[src/rtl/serial_pkg.sv]
// Shared definitions for both ends of the serial byte link: frame width,
// default bit order and the transmit FSM state type.
package serial_pkg;

  localparam int unsigned SERIAL_DATA_WIDTH = 8;
  localparam bit          SERIAL_MSB_FIRST  = 1'b1;

  typedef enum logic {
    IDLE,
    SHIFT
  } tx_state_t;

endpackage

[src/rtl/serializador_if.sv]
// Core-side parallel handshake: the core offers data_in with data_valid,
// the serializer accepts on a clock edge when ready_out is also high.
interface serializador_if
  import serial_pkg::*;
#(
  parameter int unsigned DATA_WIDTH = SERIAL_DATA_WIDTH
);

  logic [DATA_WIDTH-1:0] data_in;
  logic                  data_valid;
  logic                  ready_out;

  modport master (
    output data_in,
    output data_valid,
    input  ready_out
  );

  modport slave (
    input  data_in,
    input  data_valid,
    output ready_out
  );

endinterface

[src/rtl/serial_fifo.sv]
// Synchronous FIFO with first-word fall-through read. Pushes while full and
// pops while empty are ignored; a simultaneous push and pop keeps the count.
module serial_fifo #(
  parameter int unsigned DATA_WIDTH = 8,
  parameter int unsigned DEPTH      = 4
) (
  input  logic                     clock,
  input  logic                     reset,
  input  logic                     push,
  input  logic [DATA_WIDTH-1:0]    push_data,
  input  logic                     pop,
  output logic [DATA_WIDTH-1:0]    pop_data,
  output logic                     full,
  output logic                     empty,
  output logic [$clog2(DEPTH):0]   count
);

  localparam int unsigned AW = $clog2(DEPTH);
  localparam logic [AW:0] FULL_COUNT = (AW+1)'(DEPTH);

  logic [DATA_WIDTH-1:0] mem [DEPTH];
  logic [AW-1:0]         wr_ptr;
  logic [AW-1:0]         rd_ptr;
  logic                  push_ok;
  logic                  pop_ok;

  assign full     = (count == FULL_COUNT);
  assign empty    = (count == '0);
  assign push_ok  = push && !full;
  assign pop_ok   = pop && !empty;
  assign pop_data = mem[rd_ptr];

  // Storage array: written only on an accepted push.
  always_ff @(posedge clock or posedge reset) begin
    if (reset) begin
      for (int unsigned i = 0; i < DEPTH; i++) begin
        mem[i] <= '0;
      end
    end else if (push_ok) begin
      mem[wr_ptr] <= push_data;
    end
  end

  // Pointers wrap naturally because DEPTH is a power of two.
  always_ff @(posedge clock or posedge reset) begin
    if (reset) begin
      wr_ptr <= '0;
      rd_ptr <= '0;
      count  <= '0;
    end else begin
      if (push_ok) wr_ptr <= wr_ptr + 1'b1;
      if (pop_ok)  rd_ptr <= rd_ptr + 1'b1;
      case ({push_ok, pop_ok})
        2'b10:   count <= count + 1'b1;
        2'b01:   count <= count - 1'b1;
        default: count <= count;
      endcase
    end
  end

endmodule

[src/rtl/serializador.sv]
// Parallel-to-serial transmitter: buffers core words in a FIFO and strobes
// them out one bit per write_out, pausing while the far end reports busy.
module serializador
  import serial_pkg::*;
#(
  parameter int unsigned DATA_WIDTH = SERIAL_DATA_WIDTH,
  parameter int unsigned FIFO_DEPTH = 4,
  parameter bit          MSB_FIRST  = SERIAL_MSB_FIRST
) (
  input  logic            clock,
  input  logic            reset,
  serializador_if.slave   core,
  input  logic            rx_busy,
  output logic            data_out,
  output logic            write_out,
  output logic            status_out,
  output logic            frame_done
);

  localparam int unsigned CW = (DATA_WIDTH > 1) ? $clog2(DATA_WIDTH) : 1;
  localparam logic [CW-1:0] LAST_IDX = CW'(DATA_WIDTH - 1);

  tx_state_t             state;
  tx_state_t             state_next;
  logic [DATA_WIDTH-1:0] shreg;
  logic [DATA_WIDTH-1:0] shreg_next;
  logic [CW-1:0]         cnt;
  logic [CW-1:0]         cnt_next;
  logic                  data_out_next;
  logic                  write_out_next;
  logic                  last_next;
  logic                  last_q;

  logic                  fifo_pop;
  logic [DATA_WIDTH-1:0] fifo_data;
  logic                  fifo_full;
  logic                  fifo_empty;
  logic [$clog2(FIFO_DEPTH):0] fifo_count;

  serial_fifo #(
    .DATA_WIDTH (DATA_WIDTH),
    .DEPTH      (FIFO_DEPTH)
  ) u_fifo (
    .clock     (clock),
    .reset     (reset),
    .push      (core.data_valid),
    .push_data (core.data_in),
    .pop       (fifo_pop),
    .pop_data  (fifo_data),
    .full      (fifo_full),
    .empty     (fifo_empty),
    .count     (fifo_count)
  );

  assign core.ready_out = !fifo_full;

  // Next-state, shift and strobe decode; the last bit reloads from the FIFO
  // on the same edge so consecutive frames run without a gap cycle.
  always_comb begin
    state_next     = state;
    shreg_next     = shreg;
    cnt_next       = cnt;
    data_out_next  = data_out;
    write_out_next = 1'b0;
    last_next      = 1'b0;
    fifo_pop       = 1'b0;
    case (state)
      IDLE: begin
        if (!fifo_empty) begin
          fifo_pop   = 1'b1;
          shreg_next = fifo_data;
          cnt_next   = LAST_IDX;
          state_next = SHIFT;
        end
      end
      SHIFT: begin
        if (!rx_busy) begin
          write_out_next = 1'b1;
          data_out_next  = MSB_FIRST ? shreg[DATA_WIDTH-1] : shreg[0];
          shreg_next     = MSB_FIRST ? (shreg << 1) : (shreg >> 1);
          cnt_next       = cnt - 1'b1;
          if (cnt == '0) begin
            last_next = 1'b1;
            if (!fifo_empty) begin
              fifo_pop   = 1'b1;
              shreg_next = fifo_data;
              cnt_next   = LAST_IDX;
            end else begin
              cnt_next   = '0;
              state_next = IDLE;
            end
          end
        end
      end
      default: state_next = IDLE;
    endcase
  end

  // State, datapath and registered outputs; frame_done trails the last strobe by one cycle.
  always_ff @(posedge clock or posedge reset) begin
    if (reset) begin
      state      <= IDLE;
      shreg      <= '0;
      cnt        <= '0;
      data_out   <= 1'b0;
      write_out  <= 1'b0;
      last_q     <= 1'b0;
      frame_done <= 1'b0;
      status_out <= 1'b0;
    end else begin
      state      <= state_next;
      shreg      <= shreg_next;
      cnt        <= cnt_next;
      data_out   <= data_out_next;
      write_out  <= write_out_next;
      last_q     <= last_next;
      frame_done <= last_q;
      status_out <= (state == SHIFT) || (fifo_count != '0);
    end
  end

endmodule

[src/flat_wrapper.sv]
// flat-port wrapper written by rule: the top's interface ports become plain ports
module serializador_flat import serial_pkg::*;
#(
  parameter int unsigned DATA_WIDTH = SERIAL_DATA_WIDTH,
  parameter int unsigned FIFO_DEPTH = 4,
  parameter bit          MSB_FIRST  = SERIAL_MSB_FIRST
)
  (clock, reset, rx_busy, data_out, write_out, status_out, frame_done, core_data_in, core_data_valid, core_ready_out);
  serializador_if #(.DATA_WIDTH(DATA_WIDTH)) core_i ();
  input  logic clock;
  input  logic reset;
  input  logic rx_busy;
  output logic data_out;
  output logic write_out;
  output logic status_out;
  output logic frame_done;
  input wire logic [$bits(core_i.data_in)-1:0] core_data_in;
  input wire logic [$bits(core_i.data_valid)-1:0] core_data_valid;
  output wire logic [$bits(core_i.ready_out)-1:0] core_ready_out;
  assign core_i.data_in = core_data_in;
  assign core_i.data_valid = core_data_valid;
  assign core_ready_out = core_i.ready_out;
  serializador #(.DATA_WIDTH(DATA_WIDTH), .FIFO_DEPTH(FIFO_DEPTH), .MSB_FIRST(MSB_FIRST)) u_core (.clock(clock), .reset(reset), .core(core_i), .rx_busy(rx_busy), .data_out(data_out), .write_out(write_out), .status_out(status_out), .frame_done(frame_done));
endmodule
[config.mk]
export PLATFORM = sky130hd
export DESIGN_NAME = serializador_flat
export DESIGN_NICKNAME = d
export VERILOG_FILES = /design/src/rtl/serial_pkg.sv /design/src/rtl/serializador_if.sv /design/src/rtl/serial_fifo.sv /design/src/rtl/serializador.sv /design/src/flat_wrapper.sv
export SDC_FILE = /design/constraint.sdc
export NUM_CORES = 1
export LEC_CHECK = 0
export ABC_CLOCK_PERIOD_IN_PS = 4400
export CAP_MARGIN = 0
export CORE_MARGIN = 5
export CORE_UTILIZATION = 34
export CTS_CLUSTER_SIZE = 25
export DETAILED_ROUTE_END_ITERATION = 8
export DONT_BUFFER_PORTS = 1
export GPL_TIMING_DRIVEN = 1
export SYNTH_ARGS = -nofsm -noshare
export SYNTH_HDL_FRONTEND = slang
export SYNTH_HIERARCHICAL = 1
export SYNTH_SLANG_ARGS = --single-unit
export TNS_END_PERCENT = 5
[constraint.sdc]
create_clock -name clock -period 4.4 [get_ports clock]
set_input_delay 0.22 -clock clock [delete_from_list [all_inputs] [get_ports clock]]
set_output_delay 0.22 -clock clock [all_outputs]
set_load 0.05 [all_outputs]
Yosys cells after proc, flatten, opt, wreduce, memory -nomap -nowiden

Cells that the tools add are included.

Output and inout port bits: 5
Input bits: 12
Logic and storage cells: 73
Flip-flop bits (word level): 56

Reductions and logical operators: 12
Multiplexer cells: 29
Bitwise logic cells: 4
Magnitude comparators: 3
Equality and inequality tests: 5
$add $sub $neg: 5

Operator list:

| operator              | count |
|---|---|
| $mux W8               | 7 |
| $bwmux W32            | 1 |
| $bmux W8 S2           | 1 |
| $demux W8 S2          | 1 |
| $pmux W8 S2           | 1 |
| $mux W3               | 4 |
| $pmux W3 S2           | 2 |
| $mux W1               | 10 |
| $ge A3 B3 Y1 const B  | 2 |
| $logic_not A3 Y1      | 2 |
| $not A2 Y3            | 2 |
| $sub A3 B1 Y3 const B | 2 |
| $add A2 B1 Y2 const B | 2 |
| $ne A2 B2 Y1 const B  | 2 |
| $pmux W1 S2           | 2 |
| $reduce_and A2 Y1     | 2 |
| $add A3 B1 Y3 const B | 1 |
| $eq A3 B3 Y1 const B  | 1 |
| $logic_and A1 B1 Y1   | 3 |
| $lt A3 B1 Y1 const B  | 1 |
| $reduce_bool A3 Y1    | 1 |
| $eq A2 B1 Y1 const B  | 1 |
| $eq A2 B2 Y1 const B  | 1 |
| $logic_not A1 Y1      | 2 |
| other kinds (3)       | 4 |

Depth between registers and ports, before layout

Gate-level depths: netlist of the first run.

Depth after elaboration: 8
Mapped depth: 12
Mapped depth without buffers: 12

Hierarchy

The synthesis of the first run kept the hierarchy.

Modules (own cells, without submodules):

| module       | times used | cells an instance | area each (µm²) | seq. area each (µm²) |
|---|---|---|---|---|
| serial_fifo  | 1          | 115               | 1788.0          | 975.9 |
| serializador | 1          | 85                | 892.1           | 425.4 |

Worst setup path after synthesis of the first run

No wires, ideal clock.

Path kind: register to register
Start point: register u_core.cnt[0]
End point: register u_core.u_fifo.count[2]
Clock period less this slack: 2.222 ns
Path buffers: 0
Arrival: 2.143 ns
Required time: 4.321 ns
Stages on the path, launching flop included: 13
Setup slack: 2.178 ns
Library setup time: 0.079 ns
Path through: dfrtp_1 > inv_1 > ha_1 > nand2b_4 > o21a_1 > nor2_1 > o31a_2 > ha_1 > inv_1 > fa_1 > xor2_1 > nor2_1 > xor2_1

Cells in the longest elaborated chain, start to end: 7
Elaborated cells between the ends (all ways): 9
Those cells by class: eq/ne: 2; mux: 4; reduce/logical: 3

Ends and longest elaborated chain:

| what                                                     | RTL line            | text |
|---|---|---|
| from (decl)                                              | serializador.sv:27  | `logic [CW-1:0] cnt;` |
| from (signal assigned)                                   | serializador.sv:113 | `cnt <= cnt_next;` |
| $logic_not A3 Y1 *                                       | serializador.sv:82  | `if (cnt == '0) begin` |
| $mux W1 *                                                | serializador.sv:82  |  |
| $mux W1 *                                                | serializador.sv:77  | `if (!rx_busy) begin` |
| $pmux W1 S2 *                                            | serializador.sv:67  | `case (state)` |
| named net u_core.fifo_pop                                | serializador.sv:34  | `logic fifo_pop;` |
| $logic_and A1 B1 Y1 *                                    | serial_fifo.sv:30   | `assign pop_ok = pop && !empty;` |
| named net u_core.u_fifo.pop_ok                           | serial_fifo.sv:25   | `logic pop_ok;` |
| $eq A2 B1 Y1 / $eq A2 B2 Y1 (equally long branches)      | serial_fifo.sv:53   | `case ({push_ok, pop_ok})` |
| $pmux W3 S2 / $reduce_bool A2 Y1 (equally long branches) | -                   |  |
| to (signal assigned)                                     | serial_fifo.sv:54   | `2'b10: count <= count + 1'b1;` |
| to (signal assigned)                                     | serial_fifo.sv:55   | `2'b01: count <= count - 1'b1;` |
| to (signal assigned)                                     | serial_fifo.sv:56   | `default: count <= count;` |
| to (decl)                                                | serial_fifo.sv:15   | `output logic [$clog2(DEPTH):0] count` |

Mark *: on every way through the listed nets, which the timed path passes. The rest lies on a longest branch.
A chain may end at the register's enable or synchronous reset.

Final worst setup path of the first run

Ends and elaborated chain as after synthesis.

==> results of run 1 <==
[state kept, by name, summed over array words and instances, names as in the netlist]
| signal | cells |
|---|---|
| u_core/write_out | 1 |
| u_core/status_out | 1 |
| u_core/data_out | 1 |
| u_core/frame_done | 1 |
| u_core/u_fifo/mem | 32 |
| u_core/state | 1 |
| u_core/u_fifo/wr_ptr | 2 |
| u_core/u_fifo/count | 3 |
| u_core/shreg | 8 |
| u_core/last_q | 1 |
| u_core/u_fifo/rd_ptr | 2 |
| u_core/cnt | 3 |
[power groups by stage]
stage                     Sequential, mW  Clock [mW]  Combinational, mW
after global routing               0.956       0.322              0.713
after floorplan                    0.862           0              0.601
after global placement             0.933           0              0.645
after detailed placement           0.938           0              0.653
after CTS                          0.926       0.305              0.656
final                              0.922       0.290              0.645
[worst max-delay path: stages, from the launching register on]
cell and delay [ns]:
dfrtp_1 0.40, inv_1 0.10, ha_1 0.27, nand2b_4 0.10, o21a_1 0.18, nor2_1 0.09, o31a_2 0.18, ha_1 0.18
inv_1 0.06, fa_1 0.37, xor2_1 0.15, nor2_1 0.11, xor2_1 0.15
[worst paths after layout]
check | endpoint | slack, ns | start | cells after the start
worst max-delay path | u_core/u_fifo/count[2] | 2.00 | u_core/cnt[0] | 12
worst min-delay path | u_core/u_fifo/mem[22] | 0.06 | core_data_in[6] | 1
worst max register to register | u_core/u_fifo/count[2] | 2.00 | u_core/cnt[0] | 12
worst min register to register | u_core/frame_done | 0.36 | u_core/last_q | 0
max in group asynchronous | u_core/shreg[7] | 3.52 | reset | 2
min in group asynchronous | u_core/status_out | 0.46 | reset | 2
[layer usage]
layer  track usage (%)  wire length [µm]  vias to the layer above  share of wire, %
met4              4.20                84                        0               1.9
met5                 0                 0                        -                 0
li1                  -                 -                      710                 -
met2              15.0              2170                       17                48
met1              13.2              2040                      729                46
met3              2.83               184                        7               4.1
[cells by family (layout without fill, tap and decap cells)]
logic type	count (synthesis)	count (layout)	synth area share, %
mux	46	46	23.0
compound gates	23	23	5.79
buf+inv	19	23	3.83
simple gates	42	42	9.15
xor+xnor	6	6	1.96
flops	56	56	52.3
fa+ha+maj	8	8	4.01
[timing repair]
action	4_1_cts	5_1_grt
hold endpoints to repair	56	0
hold buffers	1	0
endpoints found under the setup margin	0	0
[cells in the final DEF, fill, tap and decap left out, drive strengths merged]
cell type and count:
dfrtp 56, mux2 34, inv 14, nor2 14, nand3 8, mux4 8, o21ai 8, a31oi 7
nand2 7, ha 7, nand2b 6, clkbuf 5, mux2i 4, xnor2 3, xor2 3, o22a 2
buf 2, nor3b 2, clkinv 1, or3b 1, a32oi 1, or4 1, o21a 1, o21bai 1
a22oi 1, or4b 1, o211ai 1, dlygate4sd3 1, or2b 1, nor3 1, o31a 1, fa 1
[stage by stage]
step | setup WS [ns] | util, %
global placement | 2.08 | 36.0
finish | 2.00 | 37.3
floorplan | 2.18 | -
CTS | 1.98 | 37.3
global route | 1.75 | 37.3
detailed placement | 2.01 | 36.0
[layout make-up]
class	instances	area (µm²)
multi-input cells	125	1180
inverters	12	45.0
well taps	102	128
flip-flops and latches	56	1400
clock buffers	5	68.8
repair buffers	3	25.0
clock inverters	3	26.3
fillers	772	4820
==> metrics, run 1 <==
run status=completed; GRT overflow=0; post-CTS setup buffers=0; synth unique cells=38; syn avg cell area=around 13 µm²; All-Layer GR Usage=9.87%; Slew @ Worst Pin=roughly 0.66 ns; Num CTS Buffers=5; drt drc=0; Cell Area, Placed=between 2000 and 3000 µm²; Post-synth EDFFs=0; register bit total from synthesis=56; clk_lat worst skew=~0.3 ns; CTS Buffer Depth=2; setup TNS=0 ns; FP Rows=32; Int Power=between 1 and 1.5 mW; Syn Nets=220; min-delay worst type=in -> reg; crit path kind=reg -> reg; Placer Congestion=approximately 0.72; top cells by count, synth=dfrtp_1, mux2_2, inv_1; Resized Gates After CTS=0; mapped cell area=between 2000 and 3000 µm²; PwrDens=647 nW/µm²; CTS tree=built; die area=around 9800 µm²; DP HPWL=about 3.1 mm; antenna cells=0; Synth top area share=between 50% and 60%; Slew HR=a little under three fifths; DRT antenna net count=0; DR vias=1,463; routed len/inst=roughly 15 µm; fmax=about 420 MHz; Tmin final=2.40 ns; Pins Over Slew Limit=0; starting DRC count in detailed routing=44; unrepaired setup endpoints after global routing=no; Worst EP arrival=between 2 and 3 ns; largest net degree at the start of global routing=40; Async SR Flop Fraction=100%; Routed WL=4.48 mm; warnings from Yosys=6; Sw Ratio=around a third; Layout area overhead=7.10%; skew final=between 0.007 and 0.008 ns; cell taking the most area after synthesis=dfrtp_1; kind of end point of the critical path=flop; core area=between 7000 and 8000 µm²; Hold Slack=roughly 0.058 ns; clk sinks=56; final net count=about 220; placed cells=just under 300; max cap viols=0; layout cells sized above 1=between 30% and 40%; Die Span Y=about 99 µm; Cells after Synth=200; Startpoint Class=flop; drt pass-1 iters=4; initial core utilization=a little over a third; sequential area share after synthesis=around 52%; clock network fraction of total power=between 10% and 20%; Main synth FF type=dfrtp_1; clock root buffer=clkbuf_8; Final Cell Area=around 2900 µm²; initial antenna violation count=0; Clock Pin Slew Worst Setup and Hold Paths=~0.11 ns; final setup violation count=0; sequential share of power=49.6%; vias in the first global route=approximately 1,500; largest cells by area after synthesis=dfrtp_1, mux2_2, mux4_2; CP required=roughly 4.6 ns; fin cells=a little over 300; Ports=17; Psw=between 600 and 700 µW; first-pass GRT wire length=between 7 and 8 mm; # port buffers=0; CP Max Fanout=5; Final period util=between 50% and 60%; VDD IR-drop max=0.000178 V; Fin. Hold Viols=0; leakage power=around 1.2 nW; most common cell in the synthesized netlist=dfrtp_1; Clock H-tree levels=2; via/cell ratio=~4.8; combinational power share=between 30% and 40%; die width=between 90 and 100 µm; total chip power=~1.9 mW
No activity file was read; power rests on OpenSTA's default activity.
==> inputs of run 2 (changes only) <==
- ABC_CLOCK_PERIOD_IN_PS: 4400 -> 2300
- clock period: 4.4 -> 2.3 ns (I/O delays scaled with it)
==> metrics, run 2 (synthesis gave the netlist of run 1 again) <==
run status=completed; CP required=between 2 and 3 ns; clock network fraction of total power=around 16%; # port buffers=0; clk sinks=56; final net count=240; first-pass GRT wire length=between 8 and 9 mm; Reg area=between 1000 and 1500 µm²; initial core utilization=approximately a third; CTS Buffer Depth=2; placed cells=just over 300; core area=7690 µm²; DP HPWL=roughly 3.2 mm; fin cells=~320; antenna cells=0; area of the multi-input gates=~1200 µm²; kind of end point of the critical path=flop; routed len/inst=about 15 µm; PwrDens=around 1200 nW/µm²; Largest Register=u_core/u_fifo/mem; Pins Over Slew Limit=0; total chip power=roughly 3.7 mW; sequential share of power=46.7%; Ports=17; Tmin final=approximately 2.2 ns; clock root buffer=clkbuf_8; final core utilization=between 30% and 40%; max FFs per register=32; layout cells sized above 1=between 30% and 40%; CP Max Fanout=3; Placer Congestion=between 0.6 and 0.7; FP Rows=32; Slew @ Worst Pin=between 0.6 and 0.7 ns; starting DRC count in detailed routing=54; Layout area overhead=14.0%; Regs by FF count=u_core/u_fifo/mem x32, u_core/shreg x8; drt drc=0; vias in the first global route=~1,600; Final period util=just over 90%; DRT antenna net count=0; Sw Ratio=about 33%; Psw=1.21 mW; combinational power share=37.5%; Clock H-tree levels=2; Fin. Hold Viols=0; Startpoint Class=flop; Int Power=2.48 mW; fill count=about 740; die width=roughly 99 µm; All-Layer GR Usage=roughly a tenth; fmax=roughly 460 MHz; min-delay worst type=in -> reg; Clock Pin Slew Worst Setup and Hold Paths=about 0.1 ns; setup TNS=0 ns; die area=roughly 9800 µm²; final setup violation count=0; Routed WL=~4.8 mm; GRT overflow=0; max cap viols=0; most frequent cells in the layout=dfrtp_1, mux2_2, inv_1, dlygate4sd3_1, buf_4; CTS tree=built; DR vias=roughly 1,600; drt pass-1 iters=4; Worst EP arrival=2.39 ns; largest net degree at the start of global routing=40; Slew HR=55.7%; VDD IR-drop max=approximately 0.00039 V; skew final=approximately 0.0079 ns; most common cell after layout, fill and taps aside=dfrtp_1; Die Span Y=between 90 and 100 µm; clk_lat worst skew=just over 0.3 ns; initial antenna violation count=0; leakage power=approximately 1.3 nW; crit path kind=reg -> reg; Num CTS Buffers=5; via/cell ratio=about 5
==> run 2: cell count changes in the layout (fill, tap and decap cells not counted), moves of 2 or more <==
cell / delta
ha_4: +2
dlygate4sd3_1: +9
inv_2: +2
ha_1: -2
buf_4: +8
inv_1: -2
==> run 2: final cells by class <==
class	instances	area share, %
clock buffers	6	2.70
clock inverters	2	0.573
inverters	12	1.47
multi-input cells	125	39.5
flip-flops and latches	56	45.9
well taps	102	4.18
repair buffers	20	5.73
==> run 2: through the flow <==
step	hold WS, ns	cell area (µm²)	setup WS [ns]
global placement	0.146	2810	0.0873
finish	0.0222	3060	0.148
detailed placement	0.153	2810	0.0179
global route	0.0116	3060	-0.0160
CTS	0.0140	3010	0.00764
floorplan	0.0411	2680	0.0778
==> run 2: timing repair <==
item                                   CTS  global route
hold buffers                            10             0
resized for setup                        1             7
pin swaps                                0             2
setup buffers                            0             2
endpoints found under the hold margin   90             0
setup endpoints to repair                1             2
==> run 2: critical path, stage by stage, from the launching register on <==
cell,delay (ns)
dfrtp_1,0.41
inv_2,0.10
ha_4,0.15
nand2b_4,0.05
o21a_1,0.18
nor2_2,0.10
o31a_2,0.17
ha_4,0.14
inv_1,0.05
fa_2,0.33
xor2_1,0.15
nor2_1,0.12
xor2_1,0.14
==> run 2: final timing paths <==
kind | startpoint | to | slack (ns) | depth (start not counted)
hold / removal | rx_busy | u_core/shreg[0] | 0.02 | 2
setup / recovery | u_core/cnt[0] | u_core/u_fifo/count[2] | 0.15 | 12
setup reg to reg | u_core/cnt[0] | u_core/u_fifo/count[2] | 0.15 | 12
max in group asynchronous | reset | u_core/shreg[5] | 1.52 | 2
hold reg to reg | u_core/last_q | u_core/frame_done | 0.37 | 0
min in group asynchronous | reset | u_core/status_out | 0.35 | 2
==> run 2: power by group through the flow <==
stage,sequential (mW),clock (mW),combinational (mW)
2_1_floorplan,1.65,0,1.15
3_3_place_gp,1.74,0,1.30
3_5_place_dp,1.75,0,1.34
4_1_cts,1.73,0.615,1.36
5_1_grt,1.78,0.655,1.54
6_report,1.73,0.583,1.39
==> run 2: per-layer routing <==
metal / vias to the layer above / share of wire (%) / routed length [µm] / track usage, %
li1: 753 / - / - / -
met1: 797 / 46 / 2220 / 14.1
met2: 18 / 49 / 2340 / 16.6
met3: 5 / 3.6 / 172 / 2.97
met4: 0 / 1.2 / 56 / 2.84
met5: - / 0 / 0 / 0
